**src/rtl/uart_word_tx_pkg.sv**
```systemverilog
// Shared definitions for the UART word transmitter: frame constants, FSM state
// encoding and a byte-select helper used when serialising payload words.
package uart_word_tx_pkg;

    localparam logic [7:0] SYNC_BYTE_DEFAULT = 8'hA5;
    localparam int         BYTES_PER_WORD    = 4;
    // Frame bytes that are not payload: SYNC, LEN and the checksum.
    localparam int         FRAME_OVERHEAD    = 3;
    localparam logic [1:0] FIRST_BYTE_IDX    = 2'd3;
    localparam logic [1:0] LAST_BYTE_IDX     = 2'd0;

    typedef enum logic [2:0] {
        IDLE      = 3'd0,
        SYNC      = 3'd1,
        LEN       = 3'd2,
        WAIT_WORD = 3'd3,
        BYTE      = 3'd4,
        CSUM      = 3'd5,
        DONE      = 3'd6
    } tx_state_t;

    // Byte idx of a word, idx 3 being the most significant byte.
    function automatic logic [7:0] word_byte(input logic [31:0] w, input logic [1:0] idx);
        logic [7:0] b;
        case (idx)
            2'd3:    b = w[31:24];
            2'd2:    b = w[23:16];
            2'd1:    b = w[15:8];
            2'd0:    b = w[7:0];
            default: b = 8'h00;
        endcase
        return b;
    endfunction

endpackage

```
**src/rtl/uart_word_tx_if.sv**
```systemverilog
// Word-source and TX-queue signals of the UART word transmitter, bundled with
// a slave view for the transmitter and a master view for its environment.
interface uart_word_tx_if #(
    parameter int LEN_WIDTH = 6
);
    logic                 i_start;
    logic [LEN_WIDTH-1:0] i_len;
    logic                 o_busy;
    logic                 o_err;
    logic                 o_done;
    logic [31:0]          i_word;
    logic                 i_word_valid;
    logic                 o_word_ready;
    logic                 o_enq_txq;
    logic [7:0]           o_txq_data;
    logic                 i_txq_full;

    modport slave (
        input  i_start, i_len, i_word, i_word_valid, i_txq_full,
        output o_busy, o_err, o_done, o_word_ready, o_enq_txq, o_txq_data
    );

    modport master (
        output i_start, i_len, i_word, i_word_valid, i_txq_full,
        input  o_busy, o_err, o_done, o_word_ready, o_enq_txq, o_txq_data
    );
endinterface

```
**src/rtl/uart_word_tx.sv**
```systemverilog
// Frames 32-bit words as SYNC, LEN, payload (MSB byte first), XOR checksum and
// pushes the bytes into the UART TX FIFO, stalling while the FIFO is full.
module uart_word_tx
    import uart_word_tx_pkg::*;
#(
    parameter int         MAX_WORDS = 32,
    parameter int         LEN_WIDTH = $clog2(MAX_WORDS + 1),
    parameter logic [7:0] SYNC_BYTE = SYNC_BYTE_DEFAULT
) (
    input  logic          i_clk,
    input  logic          i_rst,
    uart_word_tx_if.slave bus
);

    tx_state_t            r_state;
    logic [LEN_WIDTH-1:0] r_len;
    logic [LEN_WIDTH-1:0] r_remaining;
    logic [31:0]          r_word;
    logic [1:0]           r_idx;
    logic [7:0]           r_csum;
    logic [7:0]           r_txq_data;
    logic                 r_busy;
    logic                 r_err;
    logic                 r_done;
    logic                 r_word_ready;

    logic                 w_emitting;
    logic                 w_enq;
    logic                 w_handshake;
    logic                 w_len_ok;
    logic [7:0]           w_csum_next;

    // Decode which states drive a byte towards the TX FIFO.
    always_comb begin
        w_emitting = 1'b0;
        case (r_state)
            SYNC, LEN, BYTE, CSUM: w_emitting = 1'b1;
            default:               w_emitting = 1'b0;
        endcase
    end

    // The enqueue strobe must react to full in the same cycle, so it stays combinational.
    assign w_enq       = w_emitting && !bus.i_txq_full;
    assign w_handshake = r_word_ready && bus.i_word_valid;
    assign w_len_ok    = (bus.i_len != {LEN_WIDTH{1'b0}}) && (32'(bus.i_len) <= 32'(MAX_WORDS));
    assign w_csum_next = r_csum ^ r_txq_data;

    // Frame sequencer: the byte on o_txq_data is loaded one state ahead of its emission.
    always_ff @(posedge i_clk) begin
        if (i_rst) begin
            r_state      <= IDLE;
            r_len        <= {LEN_WIDTH{1'b0}};
            r_remaining  <= {LEN_WIDTH{1'b0}};
            r_word       <= 32'h0000_0000;
            r_idx        <= 2'd0;
            r_csum       <= 8'h00;
            r_txq_data   <= 8'h00;
            r_busy       <= 1'b0;
            r_err        <= 1'b0;
            r_done       <= 1'b0;
            r_word_ready <= 1'b0;
        end else begin
            r_err  <= 1'b0;
            r_done <= 1'b0;
            case (r_state)
                IDLE: begin
                    if (bus.i_start && w_len_ok) begin
                        r_len       <= bus.i_len;
                        r_remaining <= bus.i_len;
                        r_csum      <= 8'h00;
                        r_txq_data  <= SYNC_BYTE;
                        r_busy      <= 1'b1;
                        r_state     <= SYNC;
                    end else if (bus.i_start) begin
                        r_err <= 1'b1;
                    end else begin
                        r_state <= IDLE;
                    end
                end
                SYNC: begin
                    if (w_enq) begin
                        r_txq_data <= 8'(r_len);
                        r_state    <= LEN;
                    end else begin
                        r_state <= SYNC;
                    end
                end
                LEN: begin
                    if (w_enq) begin
                        r_csum       <= w_csum_next;
                        r_word_ready <= 1'b1;
                        r_state      <= WAIT_WORD;
                    end else begin
                        r_state <= LEN;
                    end
                end
                WAIT_WORD: begin
                    if (w_handshake) begin
                        r_word       <= bus.i_word;
                        r_remaining  <= r_remaining - LEN_WIDTH'(1);
                        r_idx        <= FIRST_BYTE_IDX;
                        r_txq_data   <= word_byte(bus.i_word, FIRST_BYTE_IDX);
                        r_word_ready <= 1'b0;
                        r_state      <= BYTE;
                    end else begin
                        r_state <= WAIT_WORD;
                    end
                end
                BYTE: begin
                    if (w_enq) begin
                        r_csum <= w_csum_next;
                        if (r_idx != LAST_BYTE_IDX) begin
                            r_idx      <= r_idx - 2'd1;
                            r_txq_data <= word_byte(r_word, r_idx - 2'd1);
                        end else if (r_remaining != {LEN_WIDTH{1'b0}}) begin
                            r_word_ready <= 1'b1;
                            r_state      <= WAIT_WORD;
                        end else begin
                            // Checksum already includes the byte leaving this cycle.
                            r_txq_data <= w_csum_next;
                            r_state    <= CSUM;
                        end
                    end else begin
                        r_state <= BYTE;
                    end
                end
                CSUM: begin
                    if (w_enq) begin
                        r_busy  <= 1'b0;
                        r_done  <= 1'b1;
                        r_state <= DONE;
                    end else begin
                        r_state <= CSUM;
                    end
                end
                DONE: begin
                    r_state <= IDLE;
                end
                default: begin
                    r_state      <= IDLE;
                    r_busy       <= 1'b0;
                    r_word_ready <= 1'b0;
                end
            endcase
        end
    end

    assign bus.o_busy       = r_busy;
    assign bus.o_err        = r_err;
    assign bus.o_done       = r_done;
    assign bus.o_word_ready = r_word_ready;
    assign bus.o_enq_txq    = w_enq;
    assign bus.o_txq_data   = r_txq_data;

endmodule

```
**src/flat_wrapper.sv**
```systemverilog
// flat-port wrapper written by rule: the top's interface ports become plain ports
module uart_word_tx_flat import uart_word_tx_pkg::*;
#(
    parameter int         MAX_WORDS = 32,
    parameter int         LEN_WIDTH = $clog2(MAX_WORDS + 1),
    parameter logic [7:0] SYNC_BYTE = SYNC_BYTE_DEFAULT
)
  (i_clk, i_rst, bus_i_start, bus_i_len, bus_i_word, bus_i_word_valid, bus_i_txq_full, bus_o_busy, bus_o_err, bus_o_done, bus_o_word_ready, bus_o_enq_txq, bus_o_txq_data);
  uart_word_tx_if #(.LEN_WIDTH(LEN_WIDTH)) bus_i ();
  input  logic i_clk;
  input  logic i_rst;
  input wire logic [$bits(bus_i.i_start)-1:0] bus_i_start;
  input wire logic [$bits(bus_i.i_len)-1:0] bus_i_len;
  input wire logic [$bits(bus_i.i_word)-1:0] bus_i_word;
  input wire logic [$bits(bus_i.i_word_valid)-1:0] bus_i_word_valid;
  input wire logic [$bits(bus_i.i_txq_full)-1:0] bus_i_txq_full;
  output wire logic [$bits(bus_i.o_busy)-1:0] bus_o_busy;
  output wire logic [$bits(bus_i.o_err)-1:0] bus_o_err;
  output wire logic [$bits(bus_i.o_done)-1:0] bus_o_done;
  output wire logic [$bits(bus_i.o_word_ready)-1:0] bus_o_word_ready;
  output wire logic [$bits(bus_i.o_enq_txq)-1:0] bus_o_enq_txq;
  output wire logic [$bits(bus_i.o_txq_data)-1:0] bus_o_txq_data;
  assign bus_i.i_start = bus_i_start;
  assign bus_i.i_len = bus_i_len;
  assign bus_i.i_word = bus_i_word;
  assign bus_i.i_word_valid = bus_i_word_valid;
  assign bus_i.i_txq_full = bus_i_txq_full;
  assign bus_o_busy = bus_i.o_busy;
  assign bus_o_err = bus_i.o_err;
  assign bus_o_done = bus_i.o_done;
  assign bus_o_word_ready = bus_i.o_word_ready;
  assign bus_o_enq_txq = bus_i.o_enq_txq;
  assign bus_o_txq_data = bus_i.o_txq_data;
  uart_word_tx #(.MAX_WORDS(MAX_WORDS), .LEN_WIDTH(LEN_WIDTH), .SYNC_BYTE(SYNC_BYTE)) u_core (.i_clk(i_clk), .i_rst(i_rst), .bus(bus_i));
endmodule
```
**config.mk**
```make
export PLATFORM = sky130hd
export DESIGN_NAME = uart_word_tx_flat
export DESIGN_NICKNAME = d
export VERILOG_FILES = /design/src/rtl/uart_word_tx_pkg.sv /design/src/rtl/uart_word_tx_if.sv /design/src/rtl/uart_word_tx.sv /design/src/flat_wrapper.sv
export SDC_FILE = /design/constraint.sdc
export NUM_CORES = 1
export LEC_CHECK = 0
export CAP_MARGIN = 15
export CORE_ASPECT_RATIO = 0.8
export CORE_UTILIZATION = 40
export CTS_CLUSTER_SIZE = 10
export DETAILED_ROUTE_END_ITERATION = 16
export PLACE_DENSITY = 0.66
export SLEW_MARGIN = 20
export SYNTH_ARGS = -nofsm -noshare
export SYNTH_HDL_FRONTEND = slang
export SYNTH_SLANG_ARGS = --single-unit
```
**constraint.sdc**
```tcl
create_clock -name i_clk -period 2.4 [get_ports i_clk]
set_input_delay 0.48 -clock i_clk [delete_from_list [all_inputs] [get_ports i_clk]]
set_output_delay 0.48 -clock i_clk [all_outputs]
set_load 0.05 [all_outputs]
```
==> summary.txt, run 1 <==
power share of the clock group: 37.6%
vias in the first global route: 2751
CP peak stage delay: 0.60 ns
switch share: 28.3%
post-detail-place hpwl: 6.26 mm
Post-Synthesis Cells: 387
Static Leakage: 1.37 nW
htree depth: 3
Post-CTS Setup Bufs: 0
Finished Layout Cells: 553
Post-CTS Resized: 0
number of buffers on the longest clock path: 2
# IOs: 56
global-route wire length before repair: 13.2 mm
Slew HR: 55.0%
Setup Skew: 0.00868 ns
CTS Hold Bufs: 0
power per cell area: 599 nW/um^2
TritonCTS Buffers: 9
FF+latch count, synth: 61
number of routed nets with antenna violations: 0
DIE WIDTH: 100 um
worst-path fanout max: 7
Tcrit/Tclk final: 91.3%
final hold viol count: 0
routability cong.: 0.848
# diodes: 0
power consumption: 2.41 mW
R2R depth: 5
DIE HEIGHT: 80.5 um
sequential group share of total power: 44.9%
Hold Crit Class: flop to flop
Sink Count: 61
FF-to-FF Start: u_core.r_state[1]
Seq/Total Area, Yosys: 39.6%
Worst Path Buf+Inv: 1
Worst R2R End: u_core.r_remaining[1]
GR Overflow Total: 0
critical path's most frequent cell: nor3_1
nets: 491
Slew @ Worst Pin: 0.670 ns
Internal: 1.73 mW
Initial Util: 41.5%
Syn Nets: 435
most frequent cells in the layout: 71 x nand2_1, 61 x dfxtp_1, 54 x a21oi_1, 53 x clkdlybuf4s50_1, 20 x buf_4
Setup Viol. Count Final: 0
DR vias: 3013
drt initial violations: 162
CTS tree: built
CP Class: input pin to flop
Worst-path clk slew: 0.07 ns
drt pass-1 iters: 5
commonest non-fill, non-tap cell in the layout: nand2_1
placed instance count: 537
EDFF count, synth: 0
final worst setup slack: 0.209 ns
clk root buf: clkbuf_8
Setup crit end kind: flop
syn avg cell area: 7.97 sq um
initial antenna violation count: 0
Area Growth Syn to Fin: 30.4%
# rows: 28
Hold Path Sink: u_core.r_len[5]
largest net degree at the start of global routing: 28
MaxCap Viol Count: 0
Cell Area, Synth: 3080 sq um
final wirelength: 8.41 mm
count of final max-slew check failures: 0
core box area: 7430 sq um
hold path startpoint: u_core.r_len[5]
worst hold path depth: 2
WP data required: 2.66 ns
status: completed
main flop type after synthesis: dfxtp_1
Comb power frac: 17.5%
number of remaining DRC errors: 0
fmax: 456 MHz
I/O Buffers: 55
Psw: 0.682 mW
final instance area: 4020 sq um
Placed Area: 3820 sq um
worst path arrival time: 2.45 ns
Avg WL per Cell: 15.2 um
crit path cell chain: clkdlybuf4s50_1 -> nor3_1 -> a21boi_0 -> nor3_1 -> o221ai_1 -> a21oi_1
detailed-route vias per instance: 5.45
fraction of registers with async set/reset: 0%
clock latency on the worst-skew pair: 0.34 ns
min Tclk post-route: 2.19 ns
slowest cell on the critical path: nor3_1
Tot GR Track Use: 21.5%
library cells used by synthesis: 47
Worst R2R Setup Slack: 0.25 ns
share of cells above drive strength 1: 13.2%
RSZ-0062 raised after global routing: false
Worst VDD drop: 0.000406 V
die footprint: 8060 sq um
pre-CTS setup slack: -0.124 ns
startpoint types: input pin
synth warn: 0
largest delay contributor family on the critical path: simple AND/OR/NAND/NOR gates
## cell type report
type,instances,area [sq um]
Tap cell,105,131
Clock buffer,9,124
Clock inverter,7,76.3
Fill cell,746,3410
Inverter,7,26.3
Timing Repair Buffer,76,726
Sequential cell,61,1220
Multi-Input combinational cell,288,1720
## how the worst max path moves through the flow
stage          slack (ns)                        to  cells past startpoint      startpoint
5_1_grt              0.06     u_core.r_remaining[1]                      6    bus_i_len[0]
3_5_place_dp        -0.12     u_core.r_remaining[1]                      6    bus_i_len[0]
6_report             0.21     u_core.r_remaining[1]                      6    bus_i_len[0]
4_1_cts              0.23     u_core.r_remaining[1]                      6    bus_i_len[0]
2_1_floorplan        0.36             bus_o_enq_txq                      3  bus_i_txq_full
3_3_place_gp        0.009  u_core.bus.o_txq_data[5]                      7    bus_i_len[0]
## state kept, by name (all words and copies together), names as in the netlist
| register | cells |
|---|---|
| u_core.r_len | 6 |
| u_core.bus.o_word_ready | 1 |
| u_core.r_word | 24 |
| u_core.r_remaining | 6 |
| u_core.r_idx | 2 |
| u_core.bus.o_txq_data | 8 |
| u_core.r_state | 3 |
| u_core.r_csum | 8 |
| u_core.bus.o_done | 1 |
| u_core.bus.o_busy | 1 |
| u_core.bus.o_err | 1 |
## synthesized netlist by cell type, drive strengths merged (6+ instances only)
cell / instances / share of area (%)
nand2: 71 / 8.6
dfxtp: 61 / 40
a21oi: 55 / 9.1
clkbuf: 19 / 2.3
nor3: 16 / 2.8
nor2: 15 / 1.8
o21ai: 14 / 2.4
nand3: 13 / 2.1
buf: 12 / 1.8
mux2: 10 / 3.7
a222oi: 9 / 2.9
mux2i: 8 / 2.6
xnor2: 8 / 2.3
inv: 7 / 0.85
o22ai: 7 / 1.4
a31oi: 6 / 1.2
nor3b: 6 / 1.5
## layer usage
metal | part of all wire (%) | up-vias | track usage, %
li1 | - | 1504 | -
met2 | 44 | 89 | 33.4
met5 | 0 | - | 0
met1 | 49 | 1410 | 29.0
met4 | 1.4 | 0 | 7.10
met3 | 5.7 | 10 | 5.74
## power groups by stage
stage / combinational (mW) / clock, mW / sequential (mW)
6_report: 0.420 / 0.905 / 1.08
5_1_grt: 0.448 / 0.979 / 1.09
4_1_cts: 0.419 / 0.923 / 1.08
3_5_place_dp: 0.417 / 0 / 1.10
3_3_place_gp: 0.411 / 0 / 1.10
2_1_floorplan: 0.180 / 0 / 1.15
## metrics by stage
step	utilization [%]	TNS [ns]	hold slack (ns)
detailed placement	51.4	-0.833	0.447
global route	54.1	0	0.478
global placement	51.4	0	0.443
floorplan	-	0	0.434
finish	54.1	0	0.459
CTS	54.1	0	0.456
## cell families after synthesis
kind of cell    synth area share (%)
simple gates                    22.7
compound gates                  21.9
flops                           39.6
buf+inv                         4.95
mux                             6.25
xor+xnor                        2.27
fa+ha+maj                       2.35
## worst register-to-register path, cell delays in order (launching register included)
cell,delay [ns]
dfxtp_1,0.62
nand3b_1,0.33
nor2_2,0.37
buf_4,0.35
o221ai_1,0.20
a21oi_1,0.20
Note: power is estimated with default switching activity, not from simulation.
==> inputs of run 2 (changes only) <==
--- a/config.mk
+++ b/config.mk
@@ -15,3 +15,4 @@
 export SYNTH_ARGS = -nofsm -noshare
 export SYNTH_HDL_FRONTEND = slang
 export SYNTH_SLANG_ARGS = --single-unit
+export TNS_END_PERCENT = 1
==> results of run 2 <==
No change in the layout: final DEF, timing and power equal those of run 1.
==> inputs of run 3 (changes only) <==
--- a/config.mk
+++ b/config.mk
@@ -8,9 +8,10 @@
 export CAP_MARGIN = 15
 export CORE_ASPECT_RATIO = 0.8
 export CORE_UTILIZATION = 40
-export CTS_CLUSTER_SIZE = 10
+export CTS_CLUSTER_SIZE = 14
 export DETAILED_ROUTE_END_ITERATION = 16
 export PLACE_DENSITY = 0.66
+export SETUP_SLACK_MARGIN = 0.2
 export SLEW_MARGIN = 20
 export SYNTH_ARGS = -nofsm -noshare
 export SYNTH_HDL_FRONTEND = slang
==> constraint.sdc (replaced) <==
create_clock -name i_clk -period 2.3 [get_ports i_clk]
set_input_delay 0.46 -clock i_clk [delete_from_list [all_inputs] [get_ports i_clk]]
set_output_delay 0.46 -clock i_clk [all_outputs]
set_load 0.05 [all_outputs]
==> summary.txt, run 3 (same netlist as run 1, synthesis figures left out) <==
worst-path fanout max: 6 (was 7)
Avg WL per Cell: 15.0 um (was 15.2 um)
WP data required: 2.57 ns (was 2.66 ns)
startpoint types: input pin (unchanged)
MaxCap Viol Count: 0 (unchanged)
I/O Buffers: 55 (unchanged)
Initial Util: 41.5% (unchanged)
Worst R2R End: u_core.bus.o_txq_data[2] (was u_core.r_remaining[1])
Tcrit/Tclk final: 92.7%
Finished Layout Cells: 556 (was 553)
DIE WIDTH: 100 um (unchanged)
placed instance count: 540 (was 537)
clk root buf: clkbuf_8 (unchanged)
Area Growth Syn to Fin: 30.7% (was 30.4%)
Hold Crit Class: flop to flop (unchanged)
Slew HR: 60.3% (was 55.0%)
Tot GR Track Use: 21.9% (was 21.5%)
met3 GRT Util: 5.31% (was 5.74%)
Placed Area: 3840 sq um (was 3820 sq um)
core box area: 7430 sq um (unchanged)
htree depth: 3 (unchanged)
pre-CTS setup slack: -0.193 ns (was -0.124 ns)
Static Leakage: 1.39 nW (was 1.37 nW)
FF-to-FF Start: u_core.r_remaining[0] (was u_core.r_state[1])
Worst VDD drop: 0.000311 V (was 0.000406 V)
post-detail-place hpwl: 6.09 mm (was 6.26 mm)
most frequent cells in the layout: 71 x nand2_1, 59 x dfxtp_1, 54 x a21oi_1, 53 x clkdlybuf4s50_1, 23 x buf_4 (was 71 x nand2_1, 61 x dfxtp_1, 54 x a21oi_1, 53 x clkdlybuf4s50_1, 20 x buf_4)
die footprint: 8060 sq um (unchanged)
status: completed (unchanged)
M1 GR Usage: 29.4% (was 29.0%)
Reg with most FFs: u_core.r_word (unchanged)
final instance area: 4030 sq um (was 4020 sq um)
# rows: 28 (unchanged)
min Tclk post-route: 2.13 ns
initial antenna violation count: 0 (unchanged)
CTS tree: built (unchanged)
drt initial violations: 190 (was 162)
CP Class: input pin to flop (unchanged)
GR Overflow Total: 0 (unchanged)
final worst setup slack: 0.168 ns (was 0.209 ns)
nets: 494 (was 491)
Sink Count: 61 (unchanged)
count of final max-slew check failures: 0 (unchanged)
Slew @ Worst Pin: 0.595 ns (was 0.670 ns)
number of remaining DRC errors: 0 (unchanged)
RSZ-0062 raised after global routing: true (was false)
Setup Skew: 0.0118 ns (was 0.00868 ns)
vias in the first global route: 2796 (was 2751)
final hold viol count: 0 (unchanged)
Worst setup endpoint: u_core.bus.o_txq_data[2] (was u_core.r_remaining[1])
Setup crit end kind: flop (unchanged)
Setup Viol. Count Final: 0 (unchanged)
# IOs: 56 (unchanged)
power per cell area: 599 nW/um^2 (about the same)
Worst R2R Setup Slack: 0.19 ns (was 0.25 ns)
largest net degree at the start of global routing: 28 (unchanged)
# diodes: 0 (unchanged)
detailed-route vias per instance: 5.43 (was 5.45)
grt peak-use layer: met2 (unchanged)
number of routed nets with antenna violations: 0 (unchanged)
max FFs per register: 24 (unchanged)
Min Hold Slack: 0.453 ns (was 0.459 ns)
fmax: 469 MHz
DIE HEIGHT: 80.5 um (unchanged)
drt pass-1 iters: 5 (unchanged)
Worst-path clk slew: 0.07 ns (about the same)
Filler cells: 765 (was 746)
R2R depth: 7 (was 5)
share of cells above drive strength 1: 14.6% (was 13.2%)
area of the multi-input gates: 1730 sq um (was 1720 sq um)
DR vias: 3018 (was 3013)
number of buffers on the longest clock path: 2 (unchanged)
commonest non-fill, non-tap cell in the layout: nand2_1 (unchanged)
TritonCTS Buffers: 9 (unchanged)
worst path arrival time: 2.40 ns (was 2.45 ns)
routability cong.: 0.825 (was 0.848)
global-route wire length before repair: 13.5 mm (was 13.2 mm)
met2 Use GR: 34.0% (was 33.4%)
Reg area: 1220 sq um (about the same)
power consumption: 2.41 mW (about the same)
Setup crit start: bus_i_len[0] (unchanged)
clock latency on the worst-skew pair: 0.34 ns (about the same)
final wirelength: 8.37 mm (was 8.41 mm)
==> run 3: changes by cell type in the layout (fill, tap and decap cells not counted), moves of 2 or more <==
cell        delta
inv_6          +2
dfxtp_1        -2
dfxtp_2        +2
clkinvlp_4     -2
nor3_1         -2
buf_4          +3
nor3_2         +2
clkinv_2       +2
==> run 3: worst min-delay path by stage <==
stage | cells past startpoint | endpoint | startpoint
2_1_floorplan | 2 | u_core.r_len[0] | u_core.r_len[0]
3_3_place_gp | 2 | u_core.r_len[5] | u_core.r_len[5]
3_5_place_dp | 2 | u_core.r_len[5] | u_core.r_len[5]
4_1_cts | 2 | u_core.r_len[5] | u_core.r_len[5]
5_1_grt | 2 | u_core.r_len[5] | u_core.r_len[5]
6_report | 2 | u_core.r_len[4] | u_core.r_len[4]
==> run 3: per-layer routing <==
metal / part of all wire (%) / wire length (um)
met5: 0 / 0
met4: 1.5 / 127
met3: 4.3 / 362
met2: 44 / 3720
met1: 50 / 4160
==> run 3: final cells by class <==
class	count	area share [%]
sequential	61	30.4
clock buffer	9	3.07
timing repair buffer	79	18.6
clock inverter	7	1.24
tap	105	3.26
multi-input combinational	288	42.8
inverter	7	0.652
==> run 3: stage by stage <==
| step | setup TNS (ns) | util, % |
|---|---|---|
| CTS | 0 | 54.2 |
| finish | 0 | 54.3 |
| global placement | -2.01 | 51.8 |
| detailed placement | -3.16 | 51.8 |
| floorplan | 0 | - |
| global route | 0 | 54.3 |
==> run 3: critical path, stage by stage <==
cell and delay [ns]:
clkdlybuf4s50_1 0.44, nor3_2 0.27, a21boi_0 0.20, buf_4 0.18, o31a_1 0.34, or3_1 0.37
a21oi_1 0.13
==> run 3: power by group <==
group | total (mW) | internal (mW) | switching (mW)
Clock | 0.844 | 0.395 | 0.448
Combinational | 0.438 | 0.213 | 0.226
Sequential | 1.13 | 1.09 | 0.0418
==> run 3: what timing repair did <==
item | 4_1_cts | 5_1_grt
endpoints found under the setup margin | 5 | 27
hold buffers | 0 | 0
resized for setup | 3 | 1
pin swaps | 0 | 0
setup buffers | 0 | 0
